**src/rtl/prbs23_check_ctrl.sv**
```systemverilog
// prbs23_check_ctrl
//   Receive-side sequencer for one external prbs23 generator. It seeds the
//   generator from the incoming word stream, requires LOCK_CNT consecutive
//   matching words before declaring lock, then counts words, errored words
//   and errored bits. LOSS_CNT consecutive errored words drop lock and
//   trigger an automatic reseed.
//
// Ports
//   clk, rst_n        clock (rising edge), asynchronous active-low reset
//   enable            run the checker; low returns the FSM to IDLE
//   clear_cnt         synchronous clear of the three statistics counters
//   in_valid/in_data  received word stream (LSB = first bit on the line)
//   in_ready          word accepted when in_valid & in_ready
//   prbs_load/enable/seed/d  controls to the prbs23 instance
//   prbs_m            expected word from the prbs23 instance
//   locked            high while checking
//   sync_loss         one-cycle pulse when lock is lost
//   word_cnt, err_word_cnt, err_bit_cnt  saturating statistics counters
module prbs23_check_ctrl #(
   parameter int unsigned N        = 23,
   parameter int unsigned LOCK_CNT = 8,
   parameter int unsigned LOSS_CNT = 4,
   parameter int unsigned CNT_W    = 32
) (
   input  logic             clk,
   input  logic             rst_n,
   input  logic             enable,
   input  logic             clear_cnt,
   input  logic             in_valid,
   input  logic [N-1:0]     in_data,
   output logic             in_ready,
   output logic             prbs_load,
   output logic             prbs_enable,
   output logic [N-1:0]     prbs_seed,
   output logic [N-1:0]     prbs_d,
   input  logic [N-1:0]     prbs_m,
   output logic             locked,
   output logic             sync_loss,
   output logic [CNT_W-1:0] word_cnt,
   output logic [CNT_W-1:0] err_word_cnt,
   output logic [CNT_W-1:0] err_bit_cnt
);

   localparam logic [2:0] ST_IDLE  = 3'd0;
   localparam logic [2:0] ST_SEED  = 3'd1;
   localparam logic [2:0] ST_PRIME = 3'd2;
   localparam logic [2:0] ST_LOCK  = 3'd3;
   localparam logic [2:0] ST_CHECK = 3'd4;

   localparam int unsigned RUN_W  = $clog2(LOCK_CNT + 1);
   localparam int unsigned MISS_W = $clog2(LOSS_CNT + 1);
   localparam int unsigned POP_W  = $clog2(N + 1);
   localparam int unsigned SUM_W  = CNT_W + POP_W;

   logic [2:0]        state_q, state_d;
   logic [RUN_W-1:0]  match_run_q, match_run_d;
   logic [MISS_W-1:0] miss_run_q, miss_run_d;
   logic              sync_loss_q, sync_loss_d;
   logic [CNT_W-1:0]  word_cnt_q, word_cnt_d;
   logic [CNT_W-1:0]  err_word_cnt_q, err_word_cnt_d;
   logic [CNT_W-1:0]  err_bit_cnt_q, err_bit_cnt_d;

   logic              acc;
   logic              mis;
   logic [N-1:0]      diff;
   logic [POP_W-1:0]  pop;
   logic [SUM_W-1:0]  bit_sum;

   // Output decode: everything except sync_loss is a function of state
   // (plus the accept handshake for the generator strobes).
   assign in_ready    = (state_q == ST_SEED) || (state_q == ST_LOCK) || (state_q == ST_CHECK);
   assign acc         = in_valid & in_ready;
   assign diff        = in_data ^ prbs_m;
   assign mis         = |diff;
   // An all-zero seed would lock the LFSR up, so such words are dropped.
   assign prbs_load   = (state_q == ST_SEED) && acc && (|in_data);
   assign prbs_seed   = (state_q == ST_SEED) ? in_data : '0;
   assign prbs_enable = (state_q == ST_PRIME) ||
                        (((state_q == ST_LOCK) || (state_q == ST_CHECK)) && acc);
   assign prbs_d      = prbs_m;
   assign locked      = (state_q == ST_CHECK);
   assign sync_loss   = sync_loss_q;
   assign word_cnt     = word_cnt_q;
   assign err_word_cnt = err_word_cnt_q;
   assign err_bit_cnt  = err_bit_cnt_q;

   always_comb begin
      pop = '0;
      for (int unsigned i = 0; i < N; i++) begin
         pop = pop + POP_W'(diff[i]);
      end
   end

   always_comb begin
      state_d     = state_q;
      match_run_d = match_run_q;
      miss_run_d  = miss_run_q;
      sync_loss_d = 1'b0;
      case (state_q)
         ST_IDLE: begin
            if (enable) state_d = ST_SEED;
         end
         ST_SEED: begin
            if (prbs_load) state_d = ST_PRIME;
         end
         ST_PRIME: begin
            match_run_d = '0;
            state_d     = ST_LOCK;
         end
         ST_LOCK: begin
            if (acc) begin
               if (mis) begin
                  state_d = ST_SEED;
               end else begin
                  match_run_d = match_run_q + RUN_W'(1);
                  if (match_run_q == RUN_W'(LOCK_CNT - 1)) begin
                     state_d    = ST_CHECK;
                     miss_run_d = '0;
                  end
               end
            end
         end
         ST_CHECK: begin
            if (acc) begin
               if (mis) begin
                  miss_run_d = miss_run_q + MISS_W'(1);
                  if (miss_run_q == MISS_W'(LOSS_CNT - 1)) begin
                     state_d     = ST_SEED;
                     sync_loss_d = 1'b1;
                  end
               end else begin
                  miss_run_d = '0;
               end
            end
         end
         default: state_d = ST_IDLE;
      endcase
      // Disable overrides every transition, including the sync-loss reseed.
      if (!enable) begin
         state_d     = ST_IDLE;
         sync_loss_d = 1'b0;
      end
   end

   always_comb begin
      word_cnt_d     = word_cnt_q;
      err_word_cnt_d = err_word_cnt_q;
      err_bit_cnt_d  = err_bit_cnt_q;
      // Widened add so the saturation test sees the carry out.
      bit_sum = {{POP_W{1'b0}}, err_bit_cnt_q} + {{CNT_W{1'b0}}, pop};
      if (clear_cnt) begin
         word_cnt_d     = '0;
         err_word_cnt_d = '0;
         err_bit_cnt_d  = '0;
      end else if ((state_q == ST_CHECK) && acc) begin
         word_cnt_d = (&word_cnt_q) ? word_cnt_q : word_cnt_q + CNT_W'(1);
         if (mis) begin
            err_word_cnt_d = (&err_word_cnt_q) ? err_word_cnt_q : err_word_cnt_q + CNT_W'(1);
         end
         err_bit_cnt_d = (|bit_sum[SUM_W-1:CNT_W]) ? '1 : bit_sum[CNT_W-1:0];
      end
   end

   always_ff @(posedge clk or negedge rst_n) begin
      if (!rst_n) begin
         state_q        <= ST_IDLE;
         match_run_q    <= '0;
         miss_run_q     <= '0;
         sync_loss_q    <= 1'b0;
         word_cnt_q     <= '0;
         err_word_cnt_q <= '0;
         err_bit_cnt_q  <= '0;
      end else begin
         state_q        <= state_d;
         match_run_q    <= match_run_d;
         miss_run_q     <= miss_run_d;
         sync_loss_q    <= sync_loss_d;
         word_cnt_q     <= word_cnt_d;
         err_word_cnt_q <= err_word_cnt_d;
         err_bit_cnt_q  <= err_bit_cnt_d;
      end
   end

endmodule

```
**config.mk**
```make
export PLATFORM = sky130hd
export DESIGN_NAME = prbs23_check_ctrl
export DESIGN_NICKNAME = d
export VERILOG_FILES = /design/src/rtl/prbs23_check_ctrl.sv
export SDC_FILE = /design/constraint.sdc
export NUM_CORES = 1
export LEC_CHECK = 0
export ABC_AREA = 1
export CAP_MARGIN = 0
export CORE_MARGIN = 2
export CORE_UTILIZATION = 55
export DETAILED_ROUTE_END_ITERATION = 6
export HOLD_SLACK_MARGIN = 0.15
export PLACE_DENSITY = 0.87
export SLEW_MARGIN = 40
export SYNTH_ARGS = -nofsm -noshare
export SYNTH_HDL_FRONTEND = slang
export SYNTH_SLANG_ARGS = --single-unit
```
**constraint.sdc**
```tcl
create_clock -name clk -period 9 [get_ports clk]
set_clock_uncertainty 0.2 [all_clocks]
set_input_delay 2.7 -clock clk [delete_from_list [all_inputs] [get_ports clk]]
set_output_delay 2.7 -clock clk [all_outputs]
set_load 0.01 [all_outputs]
```
**Word level (Yosys, flattened, before mapping)**

Index checks and enable logic that the tools add are counted.
Widths: inputs -> output; s select.

- Input port bits: 51
- Word-level logic and storage cells: 111
- Output and inout port bits: 147
- Register bits: 107

- $add $sub $neg: 27
- Reductions and logical operators: 23
- Equal/unequal tests: 18
- Multiplexer cells: 34
- Bitwise operators: 2

Operator list:

| cell | count |
|---|---|
| $mux 32 | 10 |
| $add 5x1->5 | 18 |
| $add 32x1->32 const B | 2 |
| $reduce_and 32->1 | 2 |
| $reduce_or 23->1 | 2 |
| $mux 3 | 13 |
| $add 32x5->33 | 1 |
| $mux 23 | 1 |
| $xor 23x23->23 | 1 |
| $pmux 3 s5 | 1 |
| $eq 3x2->1 const B | 3 |
| $ne 3x2->1 const B | 3 |
| $mux 4 | 2 |
| $ne 2x2->1 const B | 4 |
| $pmux 4 s2 | 1 |
| $reduce_bool 2->1 | 4 |
| $ne 3x3->1 const B | 2 |
| $pmux 3 s2 | 1 |
| $reduce_and 3->1 | 2 |
| $reduce_and 6->1 | 1 |
| $add 4x1->5 | 1 |
| $mux 1 | 5 |
| $reduce_and 5->1 | 1 |
| $reduce_or 5->1 | 1 |
| 15 further kinds | 22 |

**Logic depth before layout (Yosys ltp)**

Gate-level depths: netlist of run 1.

- Depth after elaboration: 28
- Depth in mapped cells: 24
- Gate-level depth less buffers: 24

**Worst setup path before layout of run 1**

OpenSTA, ideal clock, no wires.

- Path type: input-to-reg
- Start point: input port prbs_m[6]
- End point: register err_bit_cnt_q[26] (netlist: err_bit_cnt[26])
- Required time: 8.672 ns
- Arrival time: 7.031 ns
- Cell stages on the path: 19
- Path slack: 1.640 ns
- Library setup time: 0.128 ns
- Path through: xor2_1 > inv_1 > fa_1 > fa_1 > fa_1 > inv_1 > fa_1 > fa_1 > ha_1 > fa_1 > nand3_1 > nand3_1 > a21oi_2 > nor3b_1 > nand2_1 > clkbuf_1 > o21ai_0 > nand2_1 > o21ai_0

- Longest elaborated chain between the ends: 23

Ends and longest elaborated chain:

| what | line | RTL |
|---|---|---|
| start: declaration | 36 | `input logic [N-1:0] prbs_m,` |
| $xor 23x23->23 * | 73 | `assign diff = in_data ^ prbs_m;` |
| $add 5x1->5 * (17 in a row) | 90 | `pop = pop + POP_W'(diff[i]);` |
| $add 32x5->33 * | 150 | `bit_sum = {{POP_W{1'b0}}, err_bit_cnt_q} + {{CNT_W{1'b0}}, pop};` |
| $reduce_or 5->1 | 160 | `err_bit_cnt_d = (\|bit_sum[SUM_W-1:CNT_W]) ? '1 : bit_sum[CNT_W-1:0];` |
| $mux 32 * | 160 |  |
| $mux 32 * | 155 | `end else if ((state_q == ST_CHECK) && acc) begin` |
| $mux 32 * | 151 | `if (clear_cnt) begin` |
| end signal: assignment | 180 | `err_bit_cnt_q <= err_bit_cnt_d;` |
| end: declaration | 61 | `logic [CNT_W-1:0] err_bit_cnt_q, err_bit_cnt_d;` |

Every way passes the cells marked *; elsewhere a longest branch is shown, timed or not. The select of a mux whose other input is x is not followed.
A chain may end at the register's enable or synchronous reset.

**Worst setup path in the final report of run 1**

- Start point: input port prbs_m[0]
- End point: register err_bit_cnt_q[1] (netlist: err_bit_cnt[1])

- Longest elaborated chain between the ends: 28

Ends and longest elaborated chain:

| what | line |
|---|---|
| $xor 23x23->23 * | 73 |
| $add 1x1->2 * | 90 |
| $add 2x1->3 * | 90 |
| $add 3x1->4 * | 90 |
| $add 4x1->5 * | 90 |
| $add 5x1->5 * (18 in a row) | 90 |
| $add 32x5->33 * | 150 |
| $reduce_or 5->1 | 160 |
| $mux 32 * | 160 |
| $mux 32 * | 155 |
| $mux 32 * | 151 |

Marked as above.

==> results.md, run 1 <==
- The flow ran to the end, and the final reports show no timing, DRC or antenna violations.
- Of the total power, combinational logic draws 37.6%.
- The horizontal die dimension is 130 µm.
- Setup violations remaining at the end of the flow were counted as 0.
- The final standard cell count with taps included and fillers excluded is 1718.
- The number of global-route vias before repair is 8534.
- Measured against its own limit, the worst slew margin works out to 46.7%.
- Clock latency on the worst-skew pair, taken at its later pin, is 360 ps.
- The via density per instance is 5.33.
- The initial antenna violation count is 0.
- The post-route netlist has 3.72% of its cells at a drive strength greater than 1.
- The number of rows created at floorplan is 45.
- For the pin with the worst max-slew slack, the measured transition is 799 ps.
- The die is 130 µm tall.
- The wire length of the first global-routing pass is 40700 µm.
- For this run, design rule violations remaining after detail routing come to 0.
- The internal power consumption is 906 µW.
- Clock-pin slew was measured on the worst setup and hold paths at 70 ps.
- The minimum clock period is 8220 ps.
- In this run the static leakage power is 0.00494 µW.
- The core area is 15300 µm².
- After the last flow step, the layout net total stands at 1588.
- Routability-driven placement finished with a final weighted congestion of 0.948.
- The type of origin of the critical path is a primary input.
- Data on the critical path arrives at its endpoint at 8260 ps.
- The cell sitting at the root of the clock tree is a clkbuf_16.
- Buffers added to address setup during post-CTS repair amount to 0.
- The final cell utilization of the core is 71.3%.
- The area fraction in compound gates after synthesis is 7.85%.
- Derived from the worst setup path, the maximum achievable clock frequency is 122 MHz.
- Counting every net in the synthesized netlist gives 1430.
- The simple-gate share of the synthesized area is 40.8%.
- The floorplan step defined a die boundary enclosing 16800 µm².
- The classification of the worst-slack hold path is flop to flop.
- The post-synthesis cell type count is 37.
- The sequential fraction of design power is 34.7%.
- Pin placement for this block handled 198 I/O pins.
- The number of search-and-repair iterations in the first detailed-routing pass is 7.
- The global-route usage over all layers is 29.7%.
- The wire length after detailed routing is 24800 µm.
- The critical path goes through clkdlybuf4s50_1 > inv_1 > nand2_1 > nand2_1 > fa_1 > fa_1 > fa_1 > inv_1 > fa_1 > fa_1 > ha_1 > fa_1 > nand3_1 > nand3_1 > a21oi_2 > nor3b_1 > nand2_1 > inv_1 > o21ai_0 > nand2_1.
- The clock share of power is 27.6%.
- Counting every sink on the clock net gives 107.
- The synthesized design contains 107 register bits.
- In this run, post-CTS hold repair placed 0 buffers.
- Buffers placed on the I/O ports in this run total 197.
- The switching fraction of total power is 36.2%.
- The slowest stage of the critical path is the clkdlybuf4s50_1 cell.
- Measured against the total synthesized area, the mux share comes to 0%.
- The CTS tree is built.
- Gates resized during post-CTS repair numbered 0.
- The Yosys step of the flow raised 0 warnings.
- The total negative slack is 0 ps.
- The post-route antenna net violation count is 0.
- Detailed routing inserted a total of 9163 vias.
- The number of buffers inserted during clock tree synthesis is 9.
- The tool flagged a number of max-cap violations equal to 0.
- Along the worst path, the maximum fanout reaches 12.
- Entering global routing, the biggest net connects 85 pins.
- The initial utilization of the core area, before any placement, comes to 56.8%.
- The wire length per cell after detailed routing is 14.5 µm.
- The longest individual stage delay on the worst path is 560 ps.
- The kind of end point of the critical path is a flop.
- The share of the Yosys chip area taken by registers is 30.8%.
- The post-synthesis instance area is 8700 µm².
- Dividing the final minimum period by the clock period gives 91.3%.
- The required time of the critical path is 9040 ps.
- Setup repair after global routing left no endpoint under its margin.
- The number of endpoints with negative hold slack in the final report was 0.
- Summing all non-filler instances in the final layout gives an area of 10900 µm².
- The number of DRC markers after the initial detailed-route iteration is 724.
- The H-tree was split into 3 levels.
- Across the VDD grid, the largest voltage drop is 161 µV.
- The average cell area after synthesis is 6.47 µm².
- The number of max-slew violations in the final report is 0.
- The adder-cell share of the synthesized area is 6.59%.
- The critical path in this run is classified as primary input to flop.
- After Yosys synthesis, XOR and XNOR cells account for 2.82% of the synthesized area.
- The placed instances occupy a cell area of 10600 µm².
- Global routing finished with a remaining overflow of 0.
- After detailed placement, the design holds a cell count of 1702.
- In the synthesized netlist, the number of instances is 1344.
- From synthesis to final layout, the design area changed by 25.6%.
- The switching power of the nets is 514 µW.
- The HPWL after detailed placement is 18900 µm.
- After synthesis, the largest family of logic cells by area is simple AND/OR/NAND/NOR gates.
- The cell area power density is 130 nW/µm².
- No sink is reached through more buffers than the 2 on the longest clock path.
- The antenna diode instance count is 0.
- The cell that appears most often on the critical path is fa_1.
==> area by class of cell <==
| cell class | count | area, µm² |
|---|---|---|
| Clock buffer | 10 | 229 |
| Clock inverter | 6 | 55.1 |
| Timing Repair Buffer | 199 | 1990 |
| Multi-Input combinational cell | 1012 | 5050 |
| Sequential cell | 107 | 2680 |
| Tap cell | 211 | 264 |
| Fill cell | 1306 | 4390 |
| Inverter | 173 | 649 |
==> worst paths after layout <==
path,from,end,slack [ps],cells after the start
min reg2reg,miss_run_q[2],miss_run_q[2],290,2
min,miss_run_q[2],miss_run_q[2],290,2
max reg2reg,err_bit_cnt[0],err_bit_cnt[1],3430,17
max,prbs_m[0],err_bit_cnt[1],780,20
max in group asynchronous,rst_n,word_cnt[14],5560,2
min in group asynchronous,rst_n,err_word_cnt[27],2030,1
==> synth_stat cells <==
| master | instances | area, µm² |
|---|---|---|
| nand2_1 | 450 | 1690 |
| inv_1 | 156 | 586 |
| nor2_1 | 144 | 541 |
| dfrtp_1 | 107 | 2680 |
| nand3_1 | 106 | 531 |
| o21ai_0 | 52 | 260 |
| o21ai_1 | 38 | 190 |
| nor3_1 | 37 | 185 |
| nand3b_1 | 28 | 210 |
| buf_4 | 26 | 195 |
| a21oi_1 | 22 | 110 |
| nand4_1 | 21 | 131 |
| xor2_1 | 21 | 184 |
| fa_1 | 18 | 360 |
| ha_1 | 17 | 213 |
| inv_2 | 17 | 63.8 |
| clkbuf_1 | 14 | 52.6 |
| nor4_1 | 10 | 62.6 |
| o211ai_1 | 8 | 60.1 |
| or2_2 | 8 | 50.1 |
| xnor2_1 | 7 | 61.3 |
| buf_2 | 6 | 30.0 |
| nor3b_1 | 5 | 37.5 |
| buf_1 | 3 | 11.3 |
| buf_6 | 3 | 33.8 |
| nor2_2 | 3 | 18.8 |
| o31ai_1 | 3 | 22.5 |
| a21o_1 | 2 | 15.0 |
| nand2_2 | 2 | 12.5 |
| nand3_2 | 2 | 20.0 |
| nor3_2 | 2 | 20.0 |
| a21oi_2 | 1 | 8.76 |
| and2_1 | 1 | 6.26 |
| nor2_4 | 1 | 11.3 |
| nor2_8 | 1 | 20.0 |
| o21bai_1 | 1 | 7.51 |
| o2bb2ai_1 | 1 | 8.76 |
==> power groups by stage <==
stage	sequential (µW)	clock (µW)	combinational (µW)
after floorplan	502	0	334
after global placement	503	0	516
after detailed placement	503	0	530
after CTS	493	400	537
after global routing	495	417	595
final	494	393	534
==> state kept, by name, summed over array words and instances (netlist names) <==
signal / count
err_bit_cnt: 32
err_word_cnt: 32
word_cnt: 32
match_run_q: 4
miss_run_q: 3
state_q: 3
sync_loss: 1
==> routing by layer <==
metal,vias to the layer above,GRT usage (%),part of all wire (%)
met5,-,0,0
met4,0,7.40,1.5
met3,39,4.31,6.8
met2,355,51.6,49
met1,4196,39.3,43
li1,4573,-,-
==> cells by family after synthesis <==
| kind of cell | after synthesis |
|---|---|
| AOI/OAI and AO/OA | 128 |
| adders and majority gates | 35 |
| DFF | 107 |
| xor gates and xnor gates | 28 |
| buffers and inverters | 225 |
| and+or+nand+nor | 821 |
==> through the flow <==
step,hold WS [ps],setup WS (ps),power [µW]
2_1_floorplan,246,1640,836
3_3_place_gp,259,638,1020
3_5_place_dp,274,514,1030
4_1_cts,289,860,1430
5_1_grt,323,519,1510
6_report,292,780,1420
==> critical path, delay by kind of cell <==
kind | cells | cell delay [ps]
and+or+nand+nor | 7 | 890
AOI/OAI and AO/OA | 2 | 590
adders and majority gates | 7 | 3120
buffers and inverters | 4 | 970
==> cell usage in the layout, fill, tap and decap left out, types with 2 or more instances in the layout <==
| master | count |
|---|---|
| nor3_2 | 2 |
| nor3_1 | 37 |
| clkdlybuf4s50_1 | 196 |
| xor2_1 | 21 |
| nand2_1 | 450 |
| xnor2_1 | 7 |
| nor4_1 | 10 |
| nand3_2 | 2 |
| a21o_1 | 2 |
| inv_2 | 17 |
| ha_1 | 17 |
| nor3b_1 | 5 |
| dfrtp_1 | 107 |
| inv_6 | 4 |
| nor2_1 | 143 |
| clkbuf_16 | 9 |
| nand3b_1 | 28 |
| nand4_1 | 21 |
| o211ai_1 | 8 |
| nand2_2 | 2 |
| or2_2 | 8 |
| nand3_1 | 106 |
| inv_1 | 156 |
| fa_1 | 18 |
| o21ai_0 | 52 |
| o21ai_1 | 38 |
| buf_4 | 2 |
| o31ai_1 | 3 |
| nor2_4 | 2 |
| nor2_2 | 3 |
| a21oi_1 | 22 |
Note: power is estimated with default switching activity, not from simulation.
==> run 2, diff against run 1 <==
--- a/config.mk
+++ b/config.mk
@@ -7,7 +7,7 @@
 export LEC_CHECK = 0
 export ABC_AREA = 1
 export CAP_MARGIN = 0
-export CORE_MARGIN = 2
+export CORE_MARGIN = 1.5
 export CORE_UTILIZATION = 55
 export DETAILED_ROUTE_END_ITERATION = 6
 export HOLD_SLACK_MARGIN = 0.15
==> run 2 against run 1 <==
Compared with the run above:
- setup slack gained 5.0 ps
- routed wire length fell by 0.84%
- first-iteration DRC count down 2.2%
- critical path depth decreased by 1
- critical path type unchanged
==> results.md, run 2 (synthesis results as in run 1) <==
- The cell class contributing the biggest share of worst-path delay is adder cells.
- The global-route usage over all layers is 30.3% (+0.58 points).
- The number of max-slew violations in the final report is 0 (unchanged).
- The remaining routing DRC violations came to 0 (unchanged).
- The wire length after detailed routing came to 24600 µm (-0.84%).
- The count of vias placed by the detailed router came to 9233 (+0.76%).
- The most frequent standard cell in the layout excluding fill and tap cells is nand2_1.
- The fraction of layout cells with a size suffix above 1 was 3.78% (+0.064 points).
- The flop-to-flop setup slack is 3470 ps (+40 ps).
- The core area is 15300 µm² (unchanged).
- The insertion delay of the later-clocked pin in the worst-skew pair is 370 ps (about the same).
- The final standard cell count with taps included and fillers excluded was 1719 (+0.058%).
- The reg-to-reg critical path startpoint is err_bit_cnt[0].
- The number of buffers on the longest clock path came to 2 (unchanged).
- The share of the clock period used by the worst path after layout is 91.3% (about the same).
- The wire length per cell after detailed routing was 14.3 µm (-0.90%).
- From synthesis to final layout, the design area changed by 26.0%.
- The via density per instance is 5.37 (+0.71%).
- The maximum fanout count along the critical path is 12 (unchanged).
- The number of rows created at floorplan is 45 (unchanged).
- The overall die area is 16600 µm² (-1.5%).
- The switching fraction of total power is 35.6% (-0.57 points).
- The pin count of the biggest net entering global routing is 80 (-5.9%).
- TritonCTS built the clock tree.
- The path class of the tightest hold or removal check is flop to flop.
- The run finished with clean final reports.
- The master cell of the clock root buffer is clkbuf_16.
- The residual overflow from global routing is 0 (unchanged).
- The data arrival time at the worst-slack endpoint is 8240 ps (-20 ps).
- The combinational share of power came to 37.7% (about the same).
- The post-route antenna net violation count was 0 (unchanged).
- In the layout the commonest cells are 450 x nand2_1, 196 x clkdlybuf4s50_1, 156 x inv_1, 143 x nor2_1, 107 x dfrtp_1.
- The number of levels the H-tree was split into is 3 (unchanged).
- The I/O pin count was 198 (unchanged).
- The number of DRC markers after the initial detailed-route iteration came to 708 (-2.2%).
- The number of endpoints with negative hold slack in the final report came to 0 (unchanged).
- The path type of the worst setup path is primary input to flop.
- The number of resized instances in the post-cts repair step was 0 (unchanged).
- The HPWL after detailed placement is 18700 µm (-1.1%).
- The internal power consumption is 935 µW (+3.1%).
- The switching power of the nets is 518 µW (+0.61%).
- The required time of the critical path came to 9020 ps (-20 ps).
- The number of buffers inserted for hold repair after clock tree synthesis came to 0 (unchanged).
- The endpoint identified for the worst register-to-register timing path is err_bit_cnt[0].
- The cell area power density was 132 nW/µm² (+1.8%).
- The clock share of power is 28.3% (+0.7 points).
- The total of fill cells in the finished design was 1355 (+3.8%).
- The most used cell along the critical path is fa_1.
- The longest individual stage delay on the worst path is 520 ps (-40 ps).
- The worst setup path is launched from a primary input.
- The number of maximum-capacitance violations is 0 (unchanged).
- The weighted congestion reported at the end of routability-driven placement is 0.947 (about the same).
- The minimum clock period is 8220 ps (-5.03 ps).
- The quantity of I/O buffers inserted on ports is 197 (unchanged).
- The master of the slowest instance on the critical path is clkdlybuf4s50_1.
- The number of logic stages on the critical path including buffering is 19 (-5.0%).
- The buffers inserted during post-CTS setup optimization is 0 (unchanged).
- The horizontal die dimension came to 129 µm (-0.77%).
- The depth of the worst register-to-register path is 17 (unchanged).
- The relative slew slack came to 46.3% (-0.45 points).
- The highest ir drop seen on vdd is 112 µV (-30%).
- Walking the worst path, the cells encountered are clkdlybuf4s50_1 > xor2_1 > inv_1 > fa_1 > fa_1 > fa_1 > inv_1 > fa_1 > fa_1 > ha_1 > fa_1 > nand3_1 > nand3_1 > a21oi_2 > nor3b_1 > nand2_1 > inv_1 > o21ai_0 > o21ai_0.
- The pin slew with the least headroom to its limit is 806 ps (+6.72 ps).
- The number of buffers inserted during clock tree synthesis is 9 (unchanged).
- The total negative slack is 0 ps (unchanged).
- The net count reported at finish is 1589 (+0.063%).
- The initial antenna violation count was 0 (unchanged).
- Setup repair after global routing left no endpoint under its margin.
- The initial cell density of the core is 56.8% (unchanged).
- The antenna diode instance count is 0 (unchanged).
- The clock input transition at the sequential cells of the worst setup and hold paths is 70 ps (about the same).
- The height of the chip is 129 µm (-0.77%).
- The final setup violation count came to 0 (unchanged).
- The number of clock sinks is 107 (unchanged).
- STA classifies the critical path endpoint as a flop.
- The sequential fraction of design power is 34.0% (-0.7 points).
- The number of global-route vias before repair came to 8419 (-1.3%).
- The maximum achievable frequency is 122 MHz (about the same).
- The static power due to leakage is 0.00495 µW (+0.23%).
- The critical path buffer and inverter count is 4 (unchanged).
- The wire length of the first global-routing pass is 40600 µm (-0.36%).
- The total placed cells including tap cells was 1702 (unchanged).
- The most critical setup path has its endpoint at err_bit_cnt[0].
- The number of search-and-repair iterations in the first detailed-routing pass is 7 (unchanged).
- The startpoint of the most critical setup path is in_data[6].
[run 2: cell count changes in the layout (fill, tap and decap cells not counted), sizes merged]
| cell | delta |
|---|---|
| clkinv | -1 |
| clkbuf | -1 |
| clkinvlp | +2 |
| bufinv | +1 |
| buf | +2 |
| inv | -2 |
[run 2: power groups by stage]
stage	clock (µW)	sequential [µW]	combinational, µW
after detailed placement	0	503	544
after global placement	0	503	516
after floorplan	0	502	334
after global routing	438	495	619
after CTS	418	494	552
final	411	494	547
[run 2: cell type report]
cell class                 count  area, µm²  area share, %
inverter                     173        649           5.92
timing repair buffer         200       2020           18.4
multi-input combinational   1012       5050           46.1
clock buffer                  10        229           2.09
clock inverter                 6       71.3          0.651
sequential                   107       2680           24.4
tap                          211        264           2.41
[run 2: worst register-to-register path, stage by stage, from the launching register on]
cell and delay, ps:
dfrtp_1 350, inv_1 80, fa_1 570, fa_1 440, fa_1 520, inv_1 60, fa_1 520, fa_1 450
ha_1 240, fa_1 400, nand3_1 100, nand3_1 120, a21oi_2 310, nor3b_1 90, nand2_1 310, inv_1 260
o21ai_0 240, o21ai_0 130
[run 2: metrics by stage]
step	hold slack, ps	total power, µW	instance area [µm²]	setup WS [ps]	utilization (%)
detailed placement	268	1050	10600	499	69.4
finish	277	1450	11000	785	71.6
global placement	259	1020	10600	611	69.4
CTS	283	1460	10900	842	71.4
floorplan	246	836	8700	1640	-
global route	335	1550	11000	482	71.6
[run 2: worst min path at each step]
stage / startpoint / end / slack (ps) / cells after the start
after floorplan: miss_run_q[1] / miss_run_q[1] / 250 / 2
after global placement: miss_run_q[1] / miss_run_q[1] / 260 / 2
after detailed placement: miss_run_q[1] / miss_run_q[1] / 270 / 2
after CTS: miss_run_q[1] / miss_run_q[1] / 280 / 2
after global routing: match_run_q[1] / match_run_q[1] / 340 / 2
final: miss_run_q[1] / miss_run_q[1] / 280 / 2
[run 2: per-layer routing]
layer	GRT usage, %	vias to the layer above	wire (µm)
met2	50.6	353	11800
met4	8.33	0	444
met3	5.11	39	1710
met5	0	-	0
met1	40.8	4252	10700
li1	-	4589	-
==> run 3, diff against run 2 <==
--- a/config.mk
+++ b/config.mk
@@ -8,11 +8,11 @@
 export ABC_AREA = 1
 export CAP_MARGIN = 0
 export CORE_MARGIN = 1.5
-export CORE_UTILIZATION = 55
+export CORE_UTILIZATION = 54
 export DETAILED_ROUTE_END_ITERATION = 6
 export HOLD_SLACK_MARGIN = 0.15
-export PLACE_DENSITY = 0.87
-export SLEW_MARGIN = 40
+export PLACE_DENSITY = 0.86
+export SLEW_MARGIN = 20
 export SYNTH_ARGS = -nofsm -noshare
 export SYNTH_HDL_FRONTEND = slang
 export SYNTH_SLANG_ARGS = --single-unit
==> run 3 against run 2 <==
Compared with the run above:
- sequential power hardly changed
- cell count is 0.23% higher
- largest cell class unchanged
- clock power up 3%
- die area grew 1.8%
- routed wire length rose by 0.87%
- clock-buffer cell count stayed put
- fmax is 0.55% lower
- core utilization down 2.4 points
- register-to-register slack hardly changed
- largest power group unchanged
==> results.md, run 3 (synthesis results as in run 1) <==
- The number of buffers inserted during clock tree synthesis is 9 (unchanged).
- The post-route antenna net violation count is 0 (unchanged).
- The wire length per cell after detailed routing is 14.4 µm (+0.63%).
- The number of buffers inserted for hold repair after clock tree synthesis is 0 (unchanged).
- The minimum clock period is 8260 ps (+45.4 ps).
- STA classifies the critical path endpoint as a flop.
- The antenna diode instance count came to 0 (unchanged).
- The number of max-slew violations in the final report is 0 (unchanged).
- The number of rows created at floorplan is 46 (+2.2%).
- The pin slew with the least headroom to its limit was 791 ps (-14.7 ps).
- The path type of the worst setup path is primary input to flop.
- The insertion delay of the later-clocked pin in the worst-skew pair came to 370 ps (about the same).
- The wire length after detailed routing is 24900 µm (+0.87%).
- The horizontal die dimension is 130 µm (+0.90%).
- The static power due to leakage came to 0.00495 µW (about the same).
- The I/O pin count is 198 (unchanged).
- The number of global-route vias before repair is 8404 (-0.18%).
- The data arrival time at the worst-slack endpoint came to 8280 ps (+40 ps).
- The number of maximum-capacitance violations was 0 (unchanged).
- The number of buffers on the longest clock path is 2 (unchanged).
- The number of clock sinks is 107 (unchanged).
- The clock input transition at the sequential cells of the worst setup and hold paths was 70 ps (about the same).
- The weighted congestion reported at the end of routability-driven placement is 0.937 (-1.1%).
- The setup slack after layout came to 739 ps (-45.4 ps).
- The highest ir drop seen on vdd is 168 µV (+50%).
- The pin count of the biggest net entering global routing came to 73 (-8.8%).
- The number of DRC markers after the initial detailed-route iteration came to 749 (+5.8%).
- The remaining routing DRC violations is 0 (unchanged).
- The overall die area is 16900 µm² (+1.8%).
- The wire length of the first global-routing pass is 40000 µm (-1.4%).
- The via density per instance is 5.37 (about the same).
- The fraction of layout cells with a size suffix above 1 was 3.78% (about the same).
- The startpoint identified for the worst register-to-register timing path is err_bit_cnt[0].
- The initial antenna violation count is 0 (unchanged).
- The total negative slack is 0 ps (unchanged).
- Setup repair after global routing left no endpoint under its margin.
- The min-delay analysis places its worst path in the category flop to flop.
- The number of resized instances in the post-cts repair step came to 0 (unchanged).
- The master cell of the clock root buffer is clkbuf_16.
- The type of origin of the critical path is a primary input.
- The relative slew slack is 47.3% (+0.98 points).
- The library cells used most frequently in the layout, excluding fill and tap cells, are 450 x nand2_1, 196 x clkdlybuf4s50_1, 156 x inv_1, 143 x nor2_1, 107 x dfrtp_1.
- The initial cell density of the core came to 54.9% (-1.8 points).
- The core area was 15800 µm² (+3.3%).
- The number of search-and-repair iterations in the first detailed-routing pass is 5 (-2).
- The count of vias placed by the detailed router came to 9261 (+0.30%).
- The flow ran to the end, and the final reports show no timing, DRC or antenna violations.
- The most frequent standard cell in the layout excluding fill and tap cells is nand2_1.
- The share of the clock period used by the worst path after layout is 91.8% (+0.50 points).
- The net count reported at finish is 1588 (-0.063%).
- The quantity of I/O buffers inserted on ports was 197 (unchanged).
- The maximum fanout count along the critical path is 12 (unchanged).
- The number of endpoints with negative hold slack in the final report is 0 (unchanged).
- The cell area power density is 133 nW/µm² (+0.49%).
- The CTS tree is built.
- The height of the chip is 130 µm (+0.90%).
- The buffers inserted during post-CTS setup optimization came to 0 (unchanged).
- The startpoint identified for the worst hold timing path is miss_run_q[1].
- Relative to the synthesized area, the layout overhead comes to 25.9%.
- The post-route total power was 1460 µW (+0.36%).
- The number of levels the H-tree was split into is 3 (unchanged).
- The global-route usage over all layers is 29.6% (-0.65 points).
- The final setup violation count is 0 (unchanged).
- Tracing the worst setup path back leads to its startpoint at in_data[6].
- The residual overflow from global routing is 0 (unchanged).
- The final cell utilization of the core is 69.2% (-2.4 points).
- The maximum achievable frequency came to 121 MHz (-0.55%).
- The HPWL after detailed placement is 19000 µm (+1.7%).
- The worst slack at placement was 468 ps (-30.6 ps).
- The required time of the critical path is 9020 ps (about the same).
## run 3: power by group
group          internal (µW)  total [µW]  switching [µW]  leakage [µW]
Combinational            227         540             313       0.00330
Sequential               487         493            6.48       0.00149
Clock                    227         424             197      0.000155
Total                    941        1460             516       0.00495
## run 3: metal layers
| layer | share of wire [%] | wire (µm) | vias up | global-route usage (%) |
|---|---|---|---|---|
| li1 | - | - | 4590 | - |
| met2 | 48 | 12000 | 347 | 51.2 |
| met4 | 1.9 | 463 | 0 | 8.50 |
| met3 | 6.7 | 1680 | 44 | 4.39 |
| met1 | 43 | 10700 | 4280 | 38.7 |
| met5 | 0 | 0 | - | 0 |
## run 3: metrics by stage
step / instances / hold WS (ps) / instance area (µm²)
final: 1723 / 280 / 10900
after global routing: 1723 / 339 / 10900
after CTS: 1723 / 286 / 10900
after detailed placement: 1707 / 271 / 10600
after global placement: 1707 / 259 / 10600
after floorplan: 1344 / 246 / 8700
## run 3: final cells by class
class	count	area [µm²]
Clock inverter	6	72.6
Multi-Input combinational cell	1012	5050
Inverter	173	649
Fill cell	1394	4880
Tap cell	216	270
Clock buffer	10	239
Sequential cell	107	2680
Timing Repair Buffer	199	1980
## run 3: worst paths after layout
check	endpoint	slack, ps	cells after the start
min in group asynchronous	err_word_cnt[22]	2150	1
max reg2reg	err_bit_cnt[0]	3470	17
max	err_bit_cnt[0]	740	19
min	miss_run_q[1]	280	2
min reg2reg	miss_run_q[1]	280	2
max in group asynchronous	err_bit_cnt[18]	5210	2
## run 3: worst max-delay path, stage by stage
cell             delay [ps]
clkdlybuf4s50_1         530
xor2_1                  230
inv_1                    90
fa_1                    530
fa_1                    450
fa_1                    530
inv_1                    60
fa_1                    520
fa_1                    450
ha_1                    230
fa_1                    400
nand3_1                 100
nand3_1                 110
a21oi_2                 300
nor3b_1                 100
nand2_1                 310
inv_1                   260
o21ai_0                 230
o21ai_0                 140
